`config.mk`:
```
export PLATFORM = sky130hd
export DESIGN_NAME = agc_uplink_tx
export DESIGN_NICKNAME = d
export VERILOG_FILES = /design/src/rtl/agc_uplink_tx.sv
export SDC_FILE = /design/constraint.sdc
export NUM_CORES = 1
export LEC_CHECK = 0
export BUFFER_PORTS_ARGS = -buffer_cell sky130_fd_sc_hd__buf_2
export CELL_PAD_IN_SITES_DETAIL_PLACEMENT = 1
export CELL_PAD_IN_SITES_GLOBAL_PLACEMENT = 1
export CORE_MARGIN = 2
export CORE_UTILIZATION = 45
export CTS_BUF_LIST = sky130_fd_sc_hd__clkbuf_16
export DETAILED_ROUTE_END_ITERATION = 16
export PLACE_DENSITY_LB_ADDON = 0.1
export SLEW_MARGIN = 20
export SYNTH_ARGS = -nofsm -noshare
export SYNTH_HDL_FRONTEND = slang
export SYNTH_SLANG_ARGS = --single-unit
```
`constraint.sdc`:
```
create_clock -name SIM_CLK -period 5.4 [get_ports SIM_CLK]
set_input_delay 0.27 -clock SIM_CLK [delete_from_list [all_inputs] [get_ports SIM_CLK]]
set_output_delay 0.27 -clock SIM_CLK [all_outputs]
set_load 0.05 [all_outputs]
```
`src/rtl/agc_uplink_tx.sv`:
```
// AGC uplink pulse transmitter: serialises a keycode or raw 15-bit word MSB first
// as single pulses on upl1 (one) or upl0 (zero), with all outputs registered.
module agc_uplink_tx #(
   parameter int PULSE_W    = 8,
   parameter int BIT_PERIOD = 32,
   parameter int WORD_GAP   = 64
) (
   input  logic        SIM_CLK,
   input  logic        SIM_RST,
   input  logic        fmt,
   input  logic [4:0]  key,
   input  logic [14:0] word_in,
   input  logic        key_valid,
   output logic        key_ready,
   output logic        upl0,
   output logic        upl1,
   output logic        busy,
   output logic        word_done
);

   localparam int SPACE_W = BIT_PERIOD - PULSE_W;
   localparam int CNT_MAX = (BIT_PERIOD > WORD_GAP) ? BIT_PERIOD : WORD_GAP;
   localparam int CW      = $clog2(CNT_MAX + 1);

   localparam logic [CW-1:0] PULSE_LAST = CW'(PULSE_W - 1);
   localparam logic [CW-1:0] SPACE_LAST = CW'(SPACE_W - 1);
   localparam logic [CW-1:0] GAP_LAST   = (WORD_GAP > 0) ? CW'(WORD_GAP - 1) : '0;

   typedef enum logic [1:0] {
      S_IDLE,
      S_PULSE,
      S_SPACE,
      S_GAP
   } state_t;

   state_t        state_q, state_d;
   logic [CW-1:0] cnt_q, cnt_d;
   logic [3:0]    idx_q, idx_d;
   logic [14:0]   shreg_q, shreg_d;

   // NOTE: every variable gets a default before the case so no path can infer a latch.
   always_comb begin
      state_d = state_q;
      cnt_d   = cnt_q + CW'(1);
      idx_d   = idx_q;
      shreg_d = shreg_q;
      unique case (state_q)
         S_IDLE: begin
            cnt_d = '0;
            if (key_ready && key_valid) begin
               shreg_d = fmt ? {key, ~key, key} : word_in;
               idx_d   = 4'd14;
               state_d = S_PULSE;
            end
         end
         S_PULSE: begin
            if (cnt_q == PULSE_LAST) begin
               cnt_d   = '0;
               state_d = S_SPACE;
            end
         end
         S_SPACE: begin
            if (cnt_q == SPACE_LAST) begin
               cnt_d = '0;
               if (idx_q != 4'd0) begin
                  shreg_d = {shreg_q[13:0], 1'b0};
                  idx_d   = idx_q - 4'd1;
                  state_d = S_PULSE;
               end else if (WORD_GAP == 0) begin
                  state_d = S_IDLE;
               end else begin
                  state_d = S_GAP;
               end
            end
         end
         S_GAP: begin
            if (cnt_q == GAP_LAST) begin
               cnt_d   = '0;
               state_d = S_IDLE;
            end
         end
         default: begin
            cnt_d   = '0;
            state_d = S_IDLE;
         end
      endcase
   end

   // Outputs are computed from next-state so they change on the same edge as the
   // state register; key_ready is held low until the first edge after reset.
   // NOTE: state is updated with non-blocking assignments so all registers see pre-edge values.
   always_ff @(posedge SIM_CLK or negedge SIM_RST) begin
      if (!SIM_RST) begin
         state_q   <= S_IDLE;
         cnt_q     <= '0;
         idx_q     <= '0;
         shreg_q   <= '0;
         key_ready <= 1'b0;
         busy      <= 1'b0;
         word_done <= 1'b0;
         upl0      <= 1'b0;
         upl1      <= 1'b0;
      end else begin
         state_q   <= state_d;
         cnt_q     <= cnt_d;
         idx_q     <= idx_d;
         shreg_q   <= shreg_d;
         key_ready <= (state_d == S_IDLE);
         busy      <= (state_d != S_IDLE);
         word_done <= (state_d == S_IDLE) && (state_q != S_IDLE);
         upl1      <= (state_d == S_PULSE) &&  shreg_d[14];
         upl0      <= (state_d == S_PULSE) && !shreg_d[14];
      end
   end

endmodule

```
==> results of run 1 <==
[cells by family (layout without fill, tap and decap cells)]
group           after synthesis  in the layout  share of synthesized area
fa+ha+maj                     2              2                    0.01531
mux                           7              7                    0.04365
buf+inv                      17             46                    0.04594
flops                        33             33                     0.5054
compound gates               37             37                     0.1662
xor+xnor                      5              5                    0.02680
simple gates                 60             60                     0.1968
[layout make-up]
| class | count | area (um^2) |
|---|---|---|
| timing repair buffer | 28 | 140.1 |
| tap | 46 | 57.56 |
| clock inverter | 3 | 12.51 |
| multi-input combinational | 111 | 735.7 |
| inverter | 10 | 37.54 |
| sequential | 33 | 825.8 |
| clock buffer | 5 | 125.1 |
| fill | 411 | 1481 |
[metal layers]
| layer | track usage | up-vias | part of all wire |
|---|---|---|---|
| li1 | - | 629 | - |
| met1 | 0.2867 | 634 | 0.45 |
| met2 | 0.3307 | 37 | 0.47 |
| met3 | 0.05986 | 12 | 0.053 |
| met4 | 0.09840 | 0 | 0.024 |
| met5 | 0 | - | 0 |
[state kept, by name, summed over array words and instances (netlist names)]
register,flops
shreg_q,15
cnt_q,7
idx_q,4
state_q,2
busy,1
key_ready,1
upl0,1
upl1,1
word_done,1
[power by group through the flow]
stage / sequential (mW) / clock, mW / combinational (mW)
after floorplan: 0.434 / 0 / 0.192
after global placement: 0.413 / 0 / 0.286
after detailed placement: 0.420 / 0 / 0.293
after CTS: 0.418 / 0.270 / 0.299
after global routing: 0.433 / 0.280 / 0.335
final: 0.418 / 0.264 / 0.297
[critical path, delay by kind of cell, from the launching register on]
family                   cells  cell delay (ns)
AND/OR/NAND/NOR              4             1.43
adder cells (fa/ha/maj)      1             0.16
buffers and inverters        1             0.07
AO/OA/AOI/OAI                1             0.33
flip-flops                   1             0.40
[cells in the mapped netlist]
cell type / number / share of area
nor3b_1: 1 / 0.0046
nor2b_1: 3 / 0.011
mux2i_1: 6 / 0.037
nor2_1: 21 / 0.048
or2_2: 2 / 0.0077
a31oi_1: 2 / 0.0077
a221o_1: 14 / 0.086
nor3_1: 1 / 0.0031
and3_1: 1 / 0.0038
nand2b_1: 8 / 0.031
a311o_1: 1 / 0.0061
dfrtp_1: 33 / 0.51
and4_4: 1 / 0.0069
o21ai_0: 4 / 0.012
clkbuf_1: 3 / 0.0069
o21a_1: 1 / 0.0046
nor3b_2: 1 / 0.0077
xnor2_1: 4 / 0.021
inv_1: 10 / 0.023
mux2_2: 1 / 0.0069
nand2_1: 8 / 0.018
a21oi_1: 13 / 0.040
and2_1: 2 / 0.0077
nand4_1: 1 / 0.0038
nor4_2: 1 / 0.0077
nor4_1: 1 / 0.0038
xor2_1: 1 / 0.0054
o311ai_1: 1 / 0.0054
buf_6: 1 / 0.0069
ha_1: 2 / 0.015
and3b_1: 2 / 0.011
nand3_1: 5 / 0.015
or3b_1: 1 / 0.0054
a211oi_1: 1 / 0.0046
buf_2: 3 / 0.0092
[worst max path at each step]
| stage | startpoint | endpoint | slack, ns | cells after the start |
|---|---|---|---|---|
| 6_report | idx_q[0] | upl1 | 2.95 | 7 |
| 5_1_grt | idx_q[0] | upl1 | 2.76 | 7 |
| 4_1_cts | idx_q[0] | upl1 | 2.59 | 7 |
| 3_5_place_dp | idx_q[0] | upl1 | 2.63 | 7 |
| 3_3_place_gp | idx_q[0] | upl1 | 2.74 | 7 |
| 2_1_floorplan | idx_q[0] | upl1 | 3.49 | 7 |
[stage by stage]
| stage | setup slack (ns) | instances | util | power, mW | instance area [um^2] |
|---|---|---|---|---|---|
| floorplan | 3.486 | 161 | - | 0.6257 | 1634 |
| global placement | 2.737 | 228 | 0.5253 | 0.6995 | 1794 |
| detailed placement | 2.628 | 228 | 0.5253 | 0.7131 | 1794 |
| CTS | 2.588 | 236 | 0.5656 | 0.9872 | 1932 |
| global route | 2.765 | 236 | 0.5663 | 1.048 | 1934 |
| finish | 2.950 | 236 | 0.5663 | 0.9788 | 1934 |
==> results by group, run 1 <==
Worst setup path
  – WP data arrival: around 2.7 ns
  – R2r worst-path depth: 7
  – Reg2reg end: upl1
  – CP Cell Sequence: inv_1, ha_1, or3b_1, and4_4, nor2b_2, a221o_1, and3b_1
  – Critical path type: flip-flop to flip-flop
  – Worst setup SP type: flip-flop
  – Critical Path End Type: flip-flop
  – Max incr delay on CP: between 0.5 and 0.6 ns
  – Critical-path maximum fanout: 20
  – Slowest-stage cell, CP: nor2b_2
  – Worst r2r src: idx_q[0]
  – Critical path required time: roughly 5.6 ns
  – Reg-to-reg slack, setup: between 2 and 3 ns

Synth
  – Post-synth cell types: 35
  – Post-Syn Nets: 187
  – Yosys warns: 0
  – Mapped Avg Cell Area: around 10 um^2
  – Mapped Area: around 1600 um^2
  – Gate Count Post-Synth: between 150 and 200
  – Synth Register Bits: 33
  – Register area share after synthesis: 0.5054

Clock tree
  – Clock Tree Root: clkbuf_16
  – CTS tree: done
  – CTS buffer count: 5
  – CTS clk-pin slew, worst paths: roughly 0.05 ns
  – PostCTS Resize Cnt: 0
  – Post-CTS Setup Bufs: 0
  – Post-CTS Hold Buffers: 0
  – Max clock buf depth: 2
  – H-tree depth: 2
  – Clk Latency, worst-skew pair: around 0.28 ns
  – CTS sink cnt: 33

Placed design
  – HPWL after DPL: 2638 um
  – # port buffers: 28
  – Gpl congestion: about 0.75

Power and ir drop
  – Clock network power share: 0.270
  – Power density over cell area: 506.0 nW/um^2
  – Comb pwr share: 0.303
  – Sequential Power Share: 0.427
  – Peak supply drop: 0.0002260 V
  – Switching Share: 0.3541
  – Total leakage power: 0.9187 nW
  – Switch Pwr: roughly 0.35 mW
  – Cell Int Power: about 0.63 mW

GRT
  – Initial antenna violation count: 0
  – First-pass GRT wire length: slightly below 7000 um
  – Number of global-route vias before repair: around 1400
  – Pin count of the biggest net entering global routing: 34
  – Grt total ovfl: 0
  – GRT Util Overall: 0.2167

Routing
  – Via/cell ratio: about 5.6
  – Initial DRC Count: 59
  – Via count: 1312
  – WL per Instance: ~16 um
  – Final antenna-violating net count: 0
  – DRC: 0
  – Routed wire length: ~3800 um
  – Drt pass-1 iters: 4

STA
  – Hold Fails Final Rpt: 0
  – Period utilisation layout: 0.4536
  – Hold_ws: between 0.04 and 0.05 ns
  – Slew Viols, Final: 0
  – Setup TNS: 0 ns
  – Final setup viols: 0
  – FMAX: ~410 MHz
  – Slew @ Worst Pin: 0.7188 ns
  – RSZ-0062 raised after global routing: no
  – Relative slew slack: 0.5208
  – Clk_skew: approximately 0.0022 ns
  – Final worst path period need: 2.450 ns

Finish
  – Nets@finish: around 220
  – Most common cell after layout, fill and taps aside: dfrtp_1
  – Layout area overhead: 18.38%
  – Layout cells sized above 1: 0.2158
  – Most frequent cells in the layout: dfrtp_1, buf_2, nor2_1
  – Ant diodes: 0

Floorplan
  – Die H: between 60 and 70 um
  – # rows: 21
  – # IOs: 29
  – Die area: 4129 um^2
  – Core area: 3416 um^2
  – Die X: 64.26 um
  – Initial Util: 0.4784

Run status
  – Outcome: complete, no violations

Flow run
  – Max-cap violations: 0

Hold path
  – Worst Hold Class: primary input to asynchronous set/reset pin
Note: power is estimated with default switching activity, not from simulation.
==> run 2: changes to the inputs <==
CORE_UTILIZATION = 42   (was 45)
clock period = 2.45 ns   (was 5.4 ns; I/O delays follow)
==> results by group, run 2 (same netlist as run 1, synthesis figures left out) <==
Finish
  – Top reg by flops: shreg_q
  – Design area: 1992 um^2 (+3.0%)
  – Layout cells sized above 1: 0.2216 (+0.005860)
  – Max FFs per register: 15 (unchanged)
  – Most frequent cells in the layout: dfrtp_1, buf_2, nor2_1
  – Most common cell after layout, fill and taps aside: dfrtp_1
  – Nets@finish: 219 (+1.9%)
  – Layout area overhead: 21.90%
  – Largest regs: shreg_q (15), cnt_q (7), idx_q (4)
  – Layout Cells excl Fill: 242 (+2.5%)
  – Ant diodes: 0 (unchanged)

STA
  – Hold_ws: 0.1459 ns (+0.09942 ns)
  – Clk_skew: 0.007131 ns (+0.004881 ns)
  – Final worst path period need: 2.059 ns (-0.3907 ns)
  – Slew @ Worst Pin: 0.7481 ns (+0.02928 ns)
  – Relative slew slack: 0.5013 (-0.01952)
  – Period utilisation layout: 0.8404 (+0.3867)
  – Final setup viols: 0 (unchanged)
  – Setup TNS: 0 ns (unchanged)
  – Hold Fails Final Rpt: 0 (unchanged)
  – RSZ-0062 raised after global routing: no
  – FMAX: 485.7 MHz (+19%)
  – Slew Viols, Final: 0 (unchanged)

GRT
  – Pin count of the biggest net entering global routing: 34 (unchanged)
  – Number of global-route vias before repair: 1416 (+1.7%)
  – First-pass GRT wire length: 6637 um (-1.6%)
  – Grt total ovfl: 0 (unchanged)
  – Initial antenna violation count: 0 (unchanged)
  – GRT Util Overall: 0.2032 (-0.01350)

Placed design
  – Gpl congestion: 0.7214 (-3.5%)
  – Placement-stage cell area: 1819 um^2 (+1.4%)
  – Inst Count DP: 233 (+2.2%)
  – # port buffers: 28 (unchanged)
  – HPWL after DPL: 2792 um (+5.8%)

Flow run
  – Max-cap violations: 0 (unchanged)

Power and ir drop
  – Total leakage power: 0.9472 nW (+3.1%)
  – Switching Share: 0.3384 (-0.01574)
  – Cell Int Power: 1.507 mW (+140%)
  – Power density over cell area: 1144 nW/um^2 (+130%)
  – Sequential Power Share: 0.403 (-0.024)
  – Peak supply drop: 0.0005259 V (+130%)
  – Comb pwr share: 0.295 (-0.008)
  – Clock network power share: 0.302 (+0.032)
  – Switch Pwr: 0.7708 mW (+120%)

Routing
  – Via/cell ratio: 5.533 (-0.47%)
  – Initial DRC Count: 89 (+51%)
  – WL per Instance: 16.29 um (+0.16%)
  – Via count: 1339 (+2.1%)
  – Final antenna-violating net count: 0 (unchanged)
  – DRC: 0 (unchanged)
  – Drt pass-1 iters: 4 (unchanged)
  – Routed wire length: 3941 um (+2.7%)

Worst setup path
  – Reg2reg end: idx_q[2]
  – Worst setup SP type: flip-flop
  – Worst r2r src: idx_q[0]
  – Max incr delay on CP: 0.40 ns (-0.19 ns)
  – Critical path type: flip-flop to flip-flop
  – Slowest-stage cell, CP: or3b_1
  – Critical Path End Type: flip-flop
  – Reg-to-reg slack, setup: 0.39 ns (-2.56 ns)
  – Critical path required time: 2.64 ns (-2.97 ns)
  – CP Cell Sequence: inv_1, ha_1, or3b_1, and4_4, nor2b_1, buf_4, o21ai_0, a21oi_1
  – WP data arrival: 2.25 ns (-0.41 ns)
  – R2r worst-path depth: 8 (+1)
  – Critical-path maximum fanout: 20 (unchanged)

Floorplan
  – Die X: 66.38 um (+3.3%)
  – # IOs: 29 (unchanged)
  – Initial Util: 0.4430 (-0.03538)
  – Die area: 4406 um^2 (+6.7%)
  – Die H: 66.38 um (+3.3%)
  – Core area: 3689 um^2 (+8.0%)
  – # rows: 22 (+4.8%)

Clock tree
  – CTS buffer count: 5 (unchanged)
  – Clock Tree Root: clkbuf_16
  – Post-CTS Setup Bufs: 0 (unchanged)
  – H-tree depth: 2 (unchanged)
  – Max clock buf depth: 2 (unchanged)
  – Clk Latency, worst-skew pair: 0.27 ns (about the same)
  – CTS clk-pin slew, worst paths: 0.05 ns (about the same)
  – CTS tree: done
  – CTS sink cnt: 33 (unchanged)

Hold path
  – HP Start: word_in[0]
  – Worst Hold Class: primary input to flip-flop
  – Hold Crit Depth: 3
  – Hold Path End: shreg_q[0]

Run status
  – Outcome: complete, no violations
[run 2: changes by cell type in the layout (fill, tap and decap cells not counted)]
cell           previous run  this run
buf_4                     0         3
bufinv_16                 0         1
clkinv_1                  2         1
clkinv_2                  1         0
dlygate4sd3_1             0         1
inv_1                    10        11
nor2b_1                   2         3
nor2b_2                   1         0
[run 2: power groups by stage]
stage	clock network [mW]	registers (mW)	logic, mW
after floorplan	0	0.956	0.423
after global placement	0	0.912	0.633
after detailed placement	0	0.921	0.668
after CTS	0.699	0.916	0.685
after global routing	0.720	0.948	0.760
final	0.688	0.917	0.672
[run 2: final cells by class]
class                      count  area [um^2]
timing repair buffer          32        172.7
fill                         436         1697
multi-input combinational    111        733.2
inverter                      10        37.54
clock inverter                 3        37.54
clock buffer                   5        125.1
sequential                    33        825.8
tap                           48        60.06
[run 2: timing repair]
action | 4_1_cts | 5_1_grt
hold endpoints to repair | 33 | 0
hold buffers | 1 | 0
endpoints found under the setup margin | 0 | 0
gates resized for setup | 0 | 0
[run 2: per-stage QoR]
stage | utilization | worst slack, ns | power [mW]
detailed placement | 0.4932 | 0.4030 | 1.589
global placement | 0.4932 | 0.4903 | 1.545
CTS | 0.5400 | 0.3665 | 2.300
floorplan | - | 0.5360 | 1.379
finish | 0.5400 | 0.3911 | 2.278
global route | 0.5400 | 0.2267 | 2.427
[run 2: worst max path at each step]
| stage | slack, ns | cells past startpoint | endpoint | from |
|---|---|---|---|---|
| global route | 0.23 | 6 | upl0 | cnt_q[0] |
| finish | 0.39 | 8 | idx_q[2] | idx_q[0] |
| global placement | 0.49 | 6 | upl1 | idx_q[0] |
| detailed placement | 0.40 | 6 | upl0 | cnt_q[0] |
| CTS | 0.37 | 8 | idx_q[2] | idx_q[0] |
| floorplan | 0.54 | 7 | upl1 | idx_q[0] |
[run 2: routing by layer]
layer	GRT usage	wire (um)	vias to the layer above
met4	0.05357	34	0
met3	0.04089	149	4
met1	0.2641	1809	668
met2	0.3438	1947	31
li1	-	-	636
met5	0	0	-
[run 2: critical path: cells and delay by family, from the launching register on]
family / cells / cell delay (ns)
buffers and inverters: 2 / 0.26
AND/OR/NAND/NOR: 3 / 0.90
adder cells (fa/ha/maj): 1 / 0.17
flip-flops: 1 / 0.39
AO/OA/AOI/OAI: 2 / 0.26
